### config.mk
export PLATFORM = sky130hd
export DESIGN_NAME = resp_packer
export DESIGN_NICKNAME = d
export VERILOG_FILES = /design/src/rtl/resp_packer.sv
export SDC_FILE = /design/constraint.sdc
export NUM_CORES = 1
export LEC_CHECK = 0
export CAP_MARGIN = 0
export CORE_MARGIN = 2
export CORE_UTILIZATION = 60
export CTS_BUF_LIST = sky130_fd_sc_hd__clkbuf_4 sky130_fd_sc_hd__clkbuf_8 sky130_fd_sc_hd__clkbuf_16
export DETAILED_ROUTE_END_ITERATION = 8
export PLACE_DENSITY = 0.85
export SLEW_MARGIN = 0
export SYNTH_ARGS = -nofsm -noshare
export SYNTH_HDL_FRONTEND = slang
export SYNTH_SLANG_ARGS = --single-unit
### constraint.sdc
create_clock -name i_Clock -period 7.15 [get_ports i_Clock]
set_input_delay 1.0725 -clock i_Clock [delete_from_list [all_inputs] [get_ports i_Clock]]
set_output_delay 1.0725 -clock i_Clock [all_outputs]
set_load 0.02 [all_outputs]
### src/rtl/resp_packer.sv
// rtl/resp_packer.sv - response FIFO and UART frame serializer with inter-byte gap and byte timeout
// Optional RESP_CHECKSUM_EN appends a code^data checksum byte (3-byte frames instead of 2).
module resp_packer #(
    parameter int FIFO_DEPTH  = 4,
    parameter int GAP_CYC     = 16,
    parameter int TIMEOUT_CYC = 200000
) (
    input  logic       i_Clock,
    input  logic       rst_n,
    input  logic       i_Rsp_Valid,
    input  logic [7:0] i_Rsp_Code,
    input  logic [7:0] i_Rsp_Data,
    output logic       o_Rsp_Ready,
    input  logic       i_Tx_Busy,
    input  logic       i_Tx_Done,
    output logic       o_Tx_Start,
    output logic [7:0] o_Tx_Data,
    output logic       o_Busy,
    output logic       o_Tx_Err,
    output logic       o_Drop,
    output logic [2:0] debug_state
);

    localparam int AW     = (FIFO_DEPTH > 1) ? $clog2(FIFO_DEPTH) : 1;
    localparam int CW     = AW + 1;
    localparam int TW_RAW = $clog2(TIMEOUT_CYC + 1);
    localparam int TW     = (TW_RAW < 18) ? 18 : TW_RAW;
    localparam int GW     = ($clog2(GAP_CYC + 1) < 1) ? 1 : $clog2(GAP_CYC + 1);
`ifdef RESP_CHECKSUM_EN
    localparam logic [1:0] LAST_IDX = 2'd2;
`else
    localparam logic [1:0] LAST_IDX = 2'd1;
`endif

    typedef enum logic [2:0] {
        IDLE      = 3'd0,
        LOAD      = 3'd1,
        START     = 3'd2,
        WAIT_DONE = 3'd3,
        GAP       = 3'd4
    } state_t;

    state_t          state;
    state_t          state_nxt;
    logic [15:0]     mem [FIFO_DEPTH];
    logic [AW-1:0]   wr_ptr;
    logic [AW-1:0]   rd_ptr;
    logic [CW-1:0]   count;
    logic [7:0]      frame_code;
    logic [7:0]      frame_data;
    logic [7:0]      tx_data;
    logic [1:0]      byte_idx;
    logic            frame_end;
    logic [TW-1:0]   tmo_cnt;
    logic [GW-1:0]   gap_cnt;
    logic            push;
    logic            pop;
    logic            fifo_empty;
    logic            timeout;
    logic            gap_last;
    logic            more_bytes;

    function automatic logic [7:0] frame_byte(input logic [1:0] idx, input logic [7:0] c,
                                              input logic [7:0] d);
        case (idx)
            2'd0:    return c;
            2'd1:    return d;
            default: return c ^ d;
        endcase
    endfunction

    assign fifo_empty  = (count == '0);
    assign o_Rsp_Ready = (count != CW'(FIFO_DEPTH));
    assign push        = i_Rsp_Valid & o_Rsp_Ready;
    assign pop         = (state == LOAD);
    assign o_Drop      = i_Rsp_Valid & ~o_Rsp_Ready;
    assign o_Busy      = !fifo_empty || (state != IDLE);
    assign o_Tx_Data   = tx_data;
    assign debug_state = state;
    assign timeout     = (tmo_cnt >= TW'(TIMEOUT_CYC));
    assign gap_last    = (GAP_CYC <= 1) || (int'(gap_cnt) >= GAP_CYC - 1);
    // A timed-out frame is abandoned even if bytes remain
    assign more_bytes  = !frame_end && (byte_idx != LAST_IDX);

    always_comb begin
        state_nxt  = state;
        o_Tx_Start = 1'b0;
        o_Tx_Err   = 1'b0;
        case (state)
            IDLE: begin
                if (!fifo_empty) state_nxt = LOAD;
            end
            LOAD: state_nxt = START;
            START: begin
                if (!i_Tx_Busy) begin
                    o_Tx_Start = 1'b1;
                    state_nxt  = WAIT_DONE;
                end
            end
            WAIT_DONE: begin
                if (i_Tx_Done) begin
                    state_nxt = GAP;
                end else if (timeout) begin
                    o_Tx_Err  = 1'b1;
                    state_nxt = GAP;
                end
            end
            GAP: begin
                if (gap_last) state_nxt = more_bytes ? START : IDLE;
            end
            default: state_nxt = IDLE;
        endcase
    end

    always_ff @(posedge i_Clock) begin
        if (rst_n && push) mem[wr_ptr] <= {i_Rsp_Code, i_Rsp_Data};
    end

    always_ff @(posedge i_Clock) begin
        if (!rst_n) begin
            state      <= IDLE;
            wr_ptr     <= '0;
            rd_ptr     <= '0;
            count      <= '0;
            frame_code <= 8'h00;
            frame_data <= 8'h00;
            tx_data    <= 8'h00;
            byte_idx   <= 2'd0;
            frame_end  <= 1'b0;
            tmo_cnt    <= '0;
            gap_cnt    <= '0;
        end else begin
            state <= state_nxt;
            if (push) wr_ptr <= wr_ptr + 1'b1;
            if (pop)  rd_ptr <= rd_ptr + 1'b1;
            if (push && !pop)      count <= count + 1'b1;
            else if (!push && pop) count <= count - 1'b1;
            gap_cnt <= '0;

            case (state)
                IDLE: begin
                    // Present byte 0 already while LOAD pops the entry
                    if (!fifo_empty) tx_data <= mem[rd_ptr][15:8];
                end
                LOAD: begin
                    {frame_code, frame_data} <= mem[rd_ptr];
                    byte_idx  <= 2'd0;
                    frame_end <= 1'b0;
                    tmo_cnt   <= '0;
                end
                START: begin
                    if (!timeout) tmo_cnt <= tmo_cnt + 1'b1;
                end
                WAIT_DONE: begin
                    if (i_Tx_Done) begin
                        tmo_cnt <= '0;
                    end else begin
                        if (!timeout) tmo_cnt <= tmo_cnt + 1'b1;
                        if (timeout)  frame_end <= 1'b1;
                    end
                end
                GAP: begin
                    gap_cnt <= gap_cnt + 1'b1;
                    if (gap_last && more_bytes) begin
                        byte_idx <= byte_idx + 2'd1;
                        tx_data  <= frame_byte(byte_idx + 2'd1, frame_code, frame_data);
                        tmo_cnt  <= '0;
                    end
                end
                default: ;
            endcase
        end
    end

endmodule
### Word level (Yosys, flattened, before mapping)

Memory sizes are Yosys's and may differ from the RTL's. A register that Yosys moved wholly into a read port is not among the register bits.
Index checks and enable logic that the tools add are counted.
W data, S select, Z words.

| cells by class | value |
|---|---|
| $add $sub $neg | 7 |
| order comparisons | 2 |
| eq/ne operators | 14 |
| multiplexer cells | 31 |
| bitwise logic cells | 4 |
| reduce and logical (&&, ||, !) cells | 25 |

Operators by type and width:

| cell | number |
|---|---|
| $pmux W18 S4 | 1 |
| $mux W18 | 3 |
| $pmux W8 S2 | 2 |
| $mux W3 | 7 |
| $add A18 B1 Y18 const B | 1 |
| $ge A18 B18 Y1 const B | 1 |
| $mux W8 | 2 |
| $pmux W3 S5 | 1 |
| $ne A2 B2 Y1 const B | 6 |
| $mux W1 | 9 |
| $mux W2 | 4 |
| $reduce_bool A2 Y1 | 4 |
| $xor A8 B8 Y8 | 1 |
| $add A2 B1 Y2 const B | 3 |
| $eq A3 B2 Y1 const B | 2 |
| $logic_not A3 Y1 | 2 |
| $ne A3 B3 Y1 const B | 2 |
| $reduce_and A2 Y1 | 3 |
| $reduce_and A3 Y1 | 2 |
| $add A5 B1 Y5 const B | 1 |
| $ge A5 B4 Y1 const B | 1 |
| $logic_and A1 B1 Y1 | 5 |
| $logic_not A1 Y1 | 4 |
| $pmux W2 S2 | 1 |
| other kinds (14) | 15 |

| word-level totals | value |
|---|---|
| bits in registers | 60 |
| RAM bits | 64 |
| input port bits | 21 |
| output and inout port bits | 16 |
| memories | 1 |

Memory list:

| memory | words | width | rd ports | clocked after Yosys merged registers in | wr ports | line | RTL |
|---|---|---|---|---|---|---|---|
| mem | 4 | 16 | 1 | 1 | 1 | 45 | `logic [15:0] mem [FIFO_DEPTH];` |

### Depth between registers and ports, before layout

Gate-level depths: netlist (run 1).

| logic depth | value |
|---|---|
| word-level depth | 6 |
| depth in mapped cells | 11 |

### Least setup slack after synthesis (run 1)

Ideal clock, no wire load.

| path | value |
|---|---|
| path type | in2out |
| start point | input i_Tx_Busy |
| end point | output o_Tx_Start |
| data arrival time | 1.590 ns |
| data required time | 6.077 ns |
| slack | 4.487 ns |
| cell stages on the path | 1 |
| buffers on the path | 0 |
| path through | nor3b_1 |

| on the way | value |
|---|---|
| cells in the longest elaborated chain, start to end | 2 |

RTL lines:

| element | line | RTL |
|---|---|---|
| start, declared | 14 | `input logic i_Tx_Busy,` |
| $mux W1 | 95 | `if (!i_Tx_Busy) begin` |
| $mux W1 | 89 | `case (state)` |
| end, declared | 16 | `output logic o_Tx_Start,` |

No other way between the ends.

### Worst setup path after layout (run 1)

| path | value |
|---|---|
| start point | register tmo_cnt[10] |
| end point | output o_Tx_Err |

| on the way | value |
|---|---|
| cells in the longest elaborated chain, start to end | 4 |

RTL lines:

| element | line | RTL |
|---|---|---|
| start, declared | 54 | `logic [TW-1:0] tmo_cnt;` |
| start signal, assigned | 152 | `if (!timeout) tmo_cnt <= tmo_cnt + 1'b1;` |
| start signal, assigned | 158 | `if (!timeout) tmo_cnt <= tmo_cnt + 1'b1;` |
| $ge A18 B18 Y1 | 80 | `assign timeout = (tmo_cnt >= TW'(TIMEOUT_CYC));` |
| $mux W1 | 103 | `end else if (timeout) begin` |
| $mux W1 | 101 | `if (i_Tx_Done) begin` |
| $mux W1 | 89 |  |
| end, declared | 19 | `output logic o_Tx_Err,` |

No other way between the ends.

==> impl_results.rst, run 1 <==
.. list-table::
   :header-rows: 1

   * - Metric
     - Value
   * - Number of cell rows
     - 34
   * - Vias per cell
     - 6.25
   * - Buffers plus inverters on the worst setup path
     - 1
   * - Starting utilization of the core area
     - 0.622
   * - Worst slew pin tran
     - 1.06 ns
   * - Number of hold violations in the final report
     - 0
   * - Synth top area share
     - 0.354
   * - Power, Total
     - 2.31 mW
   * - Post-route DRC
     - 0
   * - Internal power component
     - 1.55 mW
   * - Die Y
     - 99.1 µm
   * - Mean instance size in the synthesized netlist
     - 11.9 µm²
   * - Die area
     - 9810 µm²
   * - Critical Path Fanout Max
     - 6
   * - Cell type contributing the most total cell area after synthesis
     - sky130_fd_sc_hd__edfxtp_1
   * - Util after Layout
     - 0.732
   * - VDD IR max
     - 0.331 mV
   * - Count of final setup violators
     - 0
   * - Depth of the most critical reg-to-reg path
     - 10
   * - Final setup TNS
     - 0 ns
   * - Post-synth design cell area
     - 5420 µm²
   * - Grt ovf
     - 0
   * - Half-perimeter wire length of the detailed placement result
     - 7070 µm
   * - Depth of the worst hold-timing path
     - 2
   * - Vias
     - 3,836
   * - All-layer global routing usage
     - 0.246
   * - Layout cell share with drive strength beyond 1
     - 0.105
   * - Post-synthesis async set-or-reset flop share
     - 0
   * - Number of buffers on the longest clock path
     - 2
   * - Worst path arrival time
     - 2.59 ns
   * - Number of enable flip-flop cells after synthesis
     - 64
   * - Area growth from synthesis to layout
     - 17.8%
   * - Highest-utilization routing layer at the global route stage
     - met2
   * - Layout Nets
     - 527
   * - Total number of H-tree levels
     - 4
   * - Crit-path slowest cell
     - sky130_fd_sc_hd__o31ai_1
   * - # IOs
     - 37
   * - Most frequently used cell type in the post-synthesis netlist
     - sky130_fd_sc_hd__edfxtp_1
   * - Worst-Skew Late Latency
     - 0.52 ns
   * - Count of cell types in the netlist
     - 49
   * - Data required time of the critical path
     - 6.08 ns
   * - CTS resizes
     - 0
   * - Pwr dens
     - 363 nW/µm²
   * - Antenna diode count
     - 0
   * - Root buffer cell
     - sky130_fd_sc_hd__clkbuf_8
   * - Met2 routing resource usage after global routing
     - 0.416
   * - Largest cells by area after synthesis
     - sky130_fd_sc_hd__edfxtp_1, sky130_fd_sc_hd__dfxtp_1, sky130_fd_sc_hd__mux4_2
   * - Initial antenna violation count
     - 0
   * - Maximum number of pins on one net before global-route repair
     - 46
   * - Worst clock skew
     - 0.00987 ns
   * - Area of the core
     - 8720 µm²
   * - Final ANT Viol Nets
     - 0
   * - Count of state elements after synthesis
     - 126
   * - Clock transition at path regs
     - 0.06 ns
   * - Status
     - completed
   * - Die X-Extent
     - 99.1 µm
   * - Sequential power share
     - 0.410
   * - Cell family with most CP delay
     - compound AO/OA/AOI/OAI gates
   * - Number of DRC markers after the initial detailed-route iteration
     - 252
   * - Max-slew headroom
     - 0.291
   * - Syn. warnings
     - 0
   * - CTS buffer count
     - 17
   * - Number of max-slew violations in the final report
     - 0
   * - RSZ-0062 raised after global routing
     - false
   * - Total detailed-routing wirelength
     - 11,500 µm
   * - Setup CP Type
     - reg -> out
   * - Most used flip-flop cell after synthesis
     - sky130_fd_sc_hd__edfxtp_1
   * - Leading cell types by count after synthesis
     - sky130_fd_sc_hd__edfxtp_1, sky130_fd_sc_hd__dfxtp_1, sky130_fd_sc_hd__nand2_1
   * - Lkg Pwr
     - 2.16 nW
   * - Part of the total power dissipated in combinational logic
     - 0.250
   * - Number of global-route vias before repair
     - 3,695
   * - Crit path cell chain
     - nand2_1 > o31ai_1 > nand2_1 > nor3_1 > clkdlybuf4s50_1
   * - Buffers added on ports
     - 36
   * - Met1 demand-to-capacity share in global routing
     - 0.316
   * - Fraction of the cycle the final worst path needs
     - 0.512
   * - Critical Path Sink Type
     - output port
   * - Gate count after technology mapping
     - 457
   * - Slowest Stage Delay on Critical Path
     - 0.65 ns
   * - Hold path startpoint
     - o_Tx_Data[0]$_SDFFE_PN0P_
   * - End point of the most critical hold path
     - o_Tx_Data[0]$_SDFFE_PN0P_
   * - TritonCTS clock tree
     - built
   * - Post-CTS setup buffers
     - 0
   * - Worst r2r dst
     - count[2]$_SDFFE_PN0P_
   * - Clock sink count
     - 126
   * - Global-route wire length before repair
     - 18,500 µm
   * - Most common cell type on the critical path
     - sky130_fd_sc_hd__nand2_1
   * - Time the worst path needs with I/O delays and setup
     - 3.66 ns
   * - WL per Instance
     - 18.7 µm
   * - Max-cap viol count
     - 0
   * - Number of iterations in the first detailed-routing pass
     - 6
   * - Last weighted congestion value of the routability-driven placer
     - 0.812
   * - Sw power
     - 768 µW
   * - Highest clock frequency the design can meet
     - 273 MHz
   * - RR Startpoint
     - debug_state[2]$_SDFFE_PN0P_
   * - Type of origin of the critical path
     - flop
   * - Relative contribution of the clock network to total power
     - 0.340
   * - Worst hold path type
     - reg -> reg
   * - Portion of the post-synthesis area used by sequential elements
     - 0.583
   * - Switching portion of total power
     - 0.332
   * - GRT met3 Usage
     - 0.0617
   * - Reg2Reg Setup Slack
     - 4.10 ns
   * - Cts hold-fix bufs
     - 0
   * - Post-synth net total
     - 491
[tightest hold or removal path: cells and delay by family, from the launching register on]
kind            cells  cell delay, ns
compound gates      1            0.05
flops               1            0.31
simple gates        1            0.05
[registers in the layout (all words and copies together) (netlist names), named ones only]
name,count
wr_ptr,2
tmo_cnt,18
mem,64
frame_end,1
frame_code,8
rd_ptr,2
byte_idx,2
gap_cnt,5
count,3
frame_data,8
debug_state,3
o_Tx_Data,8
[power groups by stage]
stage | clock network [mW] | logic (mW) | registers (mW)
detailed placement | 0 | 0.569 | 0.964
floorplan | 0 | 0.398 | 0.944
CTS | 0.792 | 0.577 | 0.951
global placement | 0 | 0.547 | 0.956
finish | 0.786 | 0.580 | 0.949
global route | 0.821 | 0.633 | 0.967
[cell families after synthesis]
| family | Yosys count | synth area share |
|---|---|---|
| mux | 20 | 0.0739 |
| flops | 126 | 0.583 |
| simple gates | 158 | 0.142 |
| buf+inv | 34 | 0.0263 |
| fa+ha+maj | 13 | 0.0314 |
| compound gates | 93 | 0.122 |
| xor+xnor | 13 | 0.0210 |
[per-stage QoR]
step,area [µm²],instances,setup slack (ns),hold slack [ns]
after global routing,6380,614,3.25,0.478
after detailed placement,5840,582,3.70,0.446
final,6380,614,3.49,0.454
after floorplan,5420,457,4.49,0.430
after global placement,5840,582,3.71,0.437
after CTS,6380,614,3.46,0.453
[per-layer routing]
metal,vias to the layer above,routed length [µm],part of all wire
li1,1779,-,-
met1,1892,4870,0.42
met2,150,5720,0.50
met3,15,743,0.065
met4,0,134,0.012
met5,-,0,0
[worst max path at each step]
stage                              from    endpoint  cells after the start
3_3_place_gp                  i_Tx_Done    o_Tx_Err                      3
2_1_floorplan                 i_Tx_Busy  o_Tx_Start                      1
3_5_place_dp                  i_Tx_Done    o_Tx_Err                      3
6_report       tmo_cnt[10]$_SDFFE_PN0P_    o_Tx_Err                      5
5_1_grt         tmo_cnt[7]$_SDFFE_PN0P_    o_Tx_Err                      5
4_1_cts        tmo_cnt[10]$_SDFFE_PN0P_    o_Tx_Err                      5
[cells in the final DEF (no fill, tap or decap), types with 6 or more instances in the layout]
cell,instances
sky130_fd_sc_hd__inv_1,12
sky130_fd_sc_hd__dfxtp_1,62
sky130_fd_sc_hd__o21ai_0,26
sky130_fd_sc_hd__edfxtp_1,64
sky130_fd_sc_hd__a21boi_1,7
sky130_fd_sc_hd__or3_1,14
sky130_fd_sc_hd__and2_1,9
sky130_fd_sc_hd__a221oi_1,10
sky130_fd_sc_hd__a21oi_1,7
sky130_fd_sc_hd__nand2_1,56
sky130_fd_sc_hd__inv_6,6
sky130_fd_sc_hd__ha_1,12
sky130_fd_sc_hd__clkbuf_16,16
sky130_fd_sc_hd__nand3_1,9
sky130_fd_sc_hd__xnor2_1,11
sky130_fd_sc_hd__nor2_1,31
sky130_fd_sc_hd__a21boi_0,20
sky130_fd_sc_hd__mux4_2,16
sky130_fd_sc_hd__clkdlybuf4s50_1,36
sky130_fd_sc_hd__and3_1,10
[final cells by class]
class	instances	area, µm²
Sequential cell	126	3160
Fill cell	550	2340
Multi-Input combinational cell	297	2120
Clock buffer	17	414
Timing Repair Buffer	39	383
Tap cell	108	135
Clock inverter	15	129
Inverter	12	45.0
Power figures use the tool's default switching activity.
==> run 2, diff against run 1 <==
--- a/config.mk
+++ b/config.mk
@@ -7,10 +7,10 @@
 export LEC_CHECK = 0
 export CAP_MARGIN = 0
 export CORE_MARGIN = 2
-export CORE_UTILIZATION = 60
+export CORE_UTILIZATION = 53
 export CTS_BUF_LIST = sky130_fd_sc_hd__clkbuf_4 sky130_fd_sc_hd__clkbuf_8 sky130_fd_sc_hd__clkbuf_16
 export DETAILED_ROUTE_END_ITERATION = 8
-export PLACE_DENSITY = 0.85
+export PLACE_DENSITY = 0.8
 export SLEW_MARGIN = 0
 export SYNTH_ARGS = -nofsm -noshare
 export SYNTH_HDL_FRONTEND = slang
==> constraint.sdc (replaced) <==
create_clock -name i_Clock -period 2.95 [get_ports i_Clock]
set_input_delay 0.4425 -clock i_Clock [delete_from_list [all_inputs] [get_ports i_Clock]]
set_output_delay 0.4425 -clock i_Clock [all_outputs]
set_load 0.02 [all_outputs]
==> impl_results.rst, run 2 (same netlist as run 1, synthesis figures left out) <==
.. list-table::
   :header-rows: 1

   * - Metric
     - Value
   * - Layout Nets
     - 537
   * - Worst-case hold slack
     - 0.456 ns
   * - Maximum number of pins on one net before global-route repair
     - 39
   * - RR Startpoint
     - debug_state[2]$_SDFFE_PN0P_
   * - Type of origin of the critical path
     - flop
   * - Number of DRC markers after the initial detailed-route iteration
     - 349
   * - Buffers added on ports
     - 36
   * - Highest clock frequency the design can meet
     - 360 MHz
   * - Setup CP Type
     - reg -> out
   * - Clock sink count
     - 126
   * - Post-route DRC
     - 0
   * - VDD IR max
     - 0.783 mV
   * - Lkg Pwr
     - 2.26 nW
   * - Area of the core
     - 9860 µm²
   * - CTS buffer count
     - 17
   * - Fillers
     - 707
   * - Layout cell share with drive strength beyond 1
     - 0.124
   * - Total number of H-tree levels
     - 4
   * - Power, Total
     - 5.99 mW
   * - Die X-Extent
     - 105 µm
   * - Most common library cell in the layout ignoring fill and taps
     - sky130_fd_sc_hd__edfxtp_1
   * - TritonCTS clock tree
     - built
   * - Max-cap viol count
     - 0
   * - Global-route wire length before repair
     - 18,000 µm
   * - Worst clock skew
     - 0.00787 ns
   * - Max reg flops
     - 64
   * - Die area
     - 11,100 µm²
   * - Number of buffers on the longest clock path
     - 2
   * - Root buffer cell
     - sky130_fd_sc_hd__clkbuf_8
   * - WL per Instance
     - 16.7 µm
   * - Number of max-slew violations in the final report
     - 0
   * - Clock transition at path regs
     - 0.06 ns
   * - CTS resizes
     - 0
   * - Placed cell count
     - 617
   * - Area growth from synthesis to layout
     - 21.6%
   * - Registers with the most flip-flops
     - mem: 64 flops, tmo_cnt: 18 flops
   * - Most used cells in the layout excluding fill and tap cells
     - sky130_fd_sc_hd__edfxtp_1, sky130_fd_sc_hd__dfxtp_1, sky130_fd_sc_hd__nand2_1, sky130_fd_sc_hd__clkdlybuf4s50_1, sky130_fd_sc_hd__nor2_1
   * - Depth of the most critical reg-to-reg path
     - 5
   * - Vias
     - 3,745
   * - Time the worst path needs with I/O delays and setup
     - 2.78 ns
   * - Initial antenna violation count
     - 0
   * - Half-perimeter wire length of the detailed placement result
     - 7240 µm
   * - Fraction of the cycle the final worst path needs
     - 0.941
   * - Worst hold path type
     - reg -> reg
   * - Number of iterations in the first detailed-routing pass
     - 5
   * - Last weighted congestion value of the routability-driven placer
     - 0.858
   * - Grt ovf
     - 0
   * - Critical Path Fanout Max
     - 5
   * - Pwr dens
     - 909 nW/µm²
   * - Count of final setup violators
     - 0
   * - Starting utilization of the core area
     - 0.550
   * - Worst r2r dst
     - o_Tx_Data[6]$_SDFFE_PN0P_
   * - Max-slew headroom
     - 0.483
   * - Number of cell rows
     - 36
   * - Antenna diode count
     - 0
   * - Critical Path Sink Type
     - output port
   * - Depth of the worst hold-timing path
     - 2
   * - Final setup TNS
     - 0 ns
   * - Number of global-route vias before repair
     - 3,656
   * - Number of hold violations in the final report
     - 0
   * - End point of the most critical hold path
     - o_Tx_Data[7]$_SDFFE_PN0P_
   * - Vias per cell
     - 5.77
   * - Worst path arrival time
     - 2.33 ns
   * - # IOs
     - 37
   * - Worst slew pin tran
     - 0.774 ns
   * - Total detailed-routing wirelength
     - 10,900 µm
   * - Post-layout instance count excluding filler cells
     - 649
   * - Reg with most FFs
     - mem
   * - Final ANT Viol Nets
     - 0
   * - All-layer global routing usage
     - 0.211
   * - Reg2Reg Setup Slack
     - 0.28 ns
   * - Status
     - completed
   * - Post-CTS setup buffers
     - 0
   * - RSZ-0062 raised after global routing
     - false
   * - Worst-Skew Late Latency
     - 0.54 ns
   * - Die Y
     - 105 µm
   * - Cts hold-fix bufs
     - 0
   * - Hold path startpoint
     - o_Tx_Data[7]$_SDFFE_PN0P_
   * - Data required time of the critical path
     - 2.51 ns
[run 2: worst max path at each step]
stage / from / endpoint / slack, ns / depth (start not counted)
finish: tmo_cnt[10]$_SDFFE_PN0P_ / o_Tx_Err / 0.17 / 5
global route: tmo_cnt[10]$_SDFFE_PN0P_ / o_Tx_Err / 0.04 / 5
CTS: tmo_cnt[10]$_SDFFE_PN0P_ / o_Tx_Err / 0.16 / 5
detailed placement: debug_state[2]$_SDFFE_PN0P_ / tmo_cnt[16]$_SDFFE_PN0P_ / 0.36 / 5
global placement: debug_state[2]$_SDFFE_PN0P_ / tmo_cnt[6]$_SDFFE_PN0P_ / 0.42 / 5
floorplan: debug_state[2]$_SDFFE_PN0P_ / count[2]$_SDFFE_PN0P_ / 0.45 / 10
[run 2: final cells by class]
class	count	area, µm²	share of cell area
well taps	133	166	0.0253
flip-flops and latches	126	3160	0.480
inverters	12	45.0	0.00684
clock buffers	19	429	0.0651
clock inverters	13	213	0.0323
repair buffers	49	458	0.0695
multi-input cells	297	2120	0.321
[run 2: metal layers]
metal	global-route usage	wire, µm	up-vias
met4	0.0724	164	0
met2	0.350	5430	112
met3	0.0674	576	21
met1	0.260	4690	1817
li1	-	-	1795
met5	0	0	-
[run 2: through the flow]
step | utilization | setup slack (ns) | instance area, µm²
finish | 0.668 | 0.175 | 6590
global route | 0.668 | 0.0379 | 6590
CTS | 0.668 | 0.157 | 6590
detailed placement | 0.603 | 0.356 | 5950
global placement | 0.603 | 0.420 | 5950
floorplan | - | 0.454 | 5420
[run 2: critical path, cell delays in order, from the launching register on]
cell and delay [ns]:
sky130_fd_sc_hd__dfxtp_1 0.38, sky130_fd_sc_hd__nand2_1 0.11, sky130_fd_sc_hd__o31ai_1 0.39, sky130_fd_sc_hd__nand2_1 0.10
sky130_fd_sc_hd__nor3_1 0.19, sky130_fd_sc_hd__clkdlybuf4s50_1 0.63
[run 2: where the power goes]
part           internal, mW  total [mW]  switching (mW)
clock                  1.48        2.26           0.781
combinational         0.646        1.45           0.799
sequential             2.07        2.28           0.210
total                  4.20        5.99            1.79
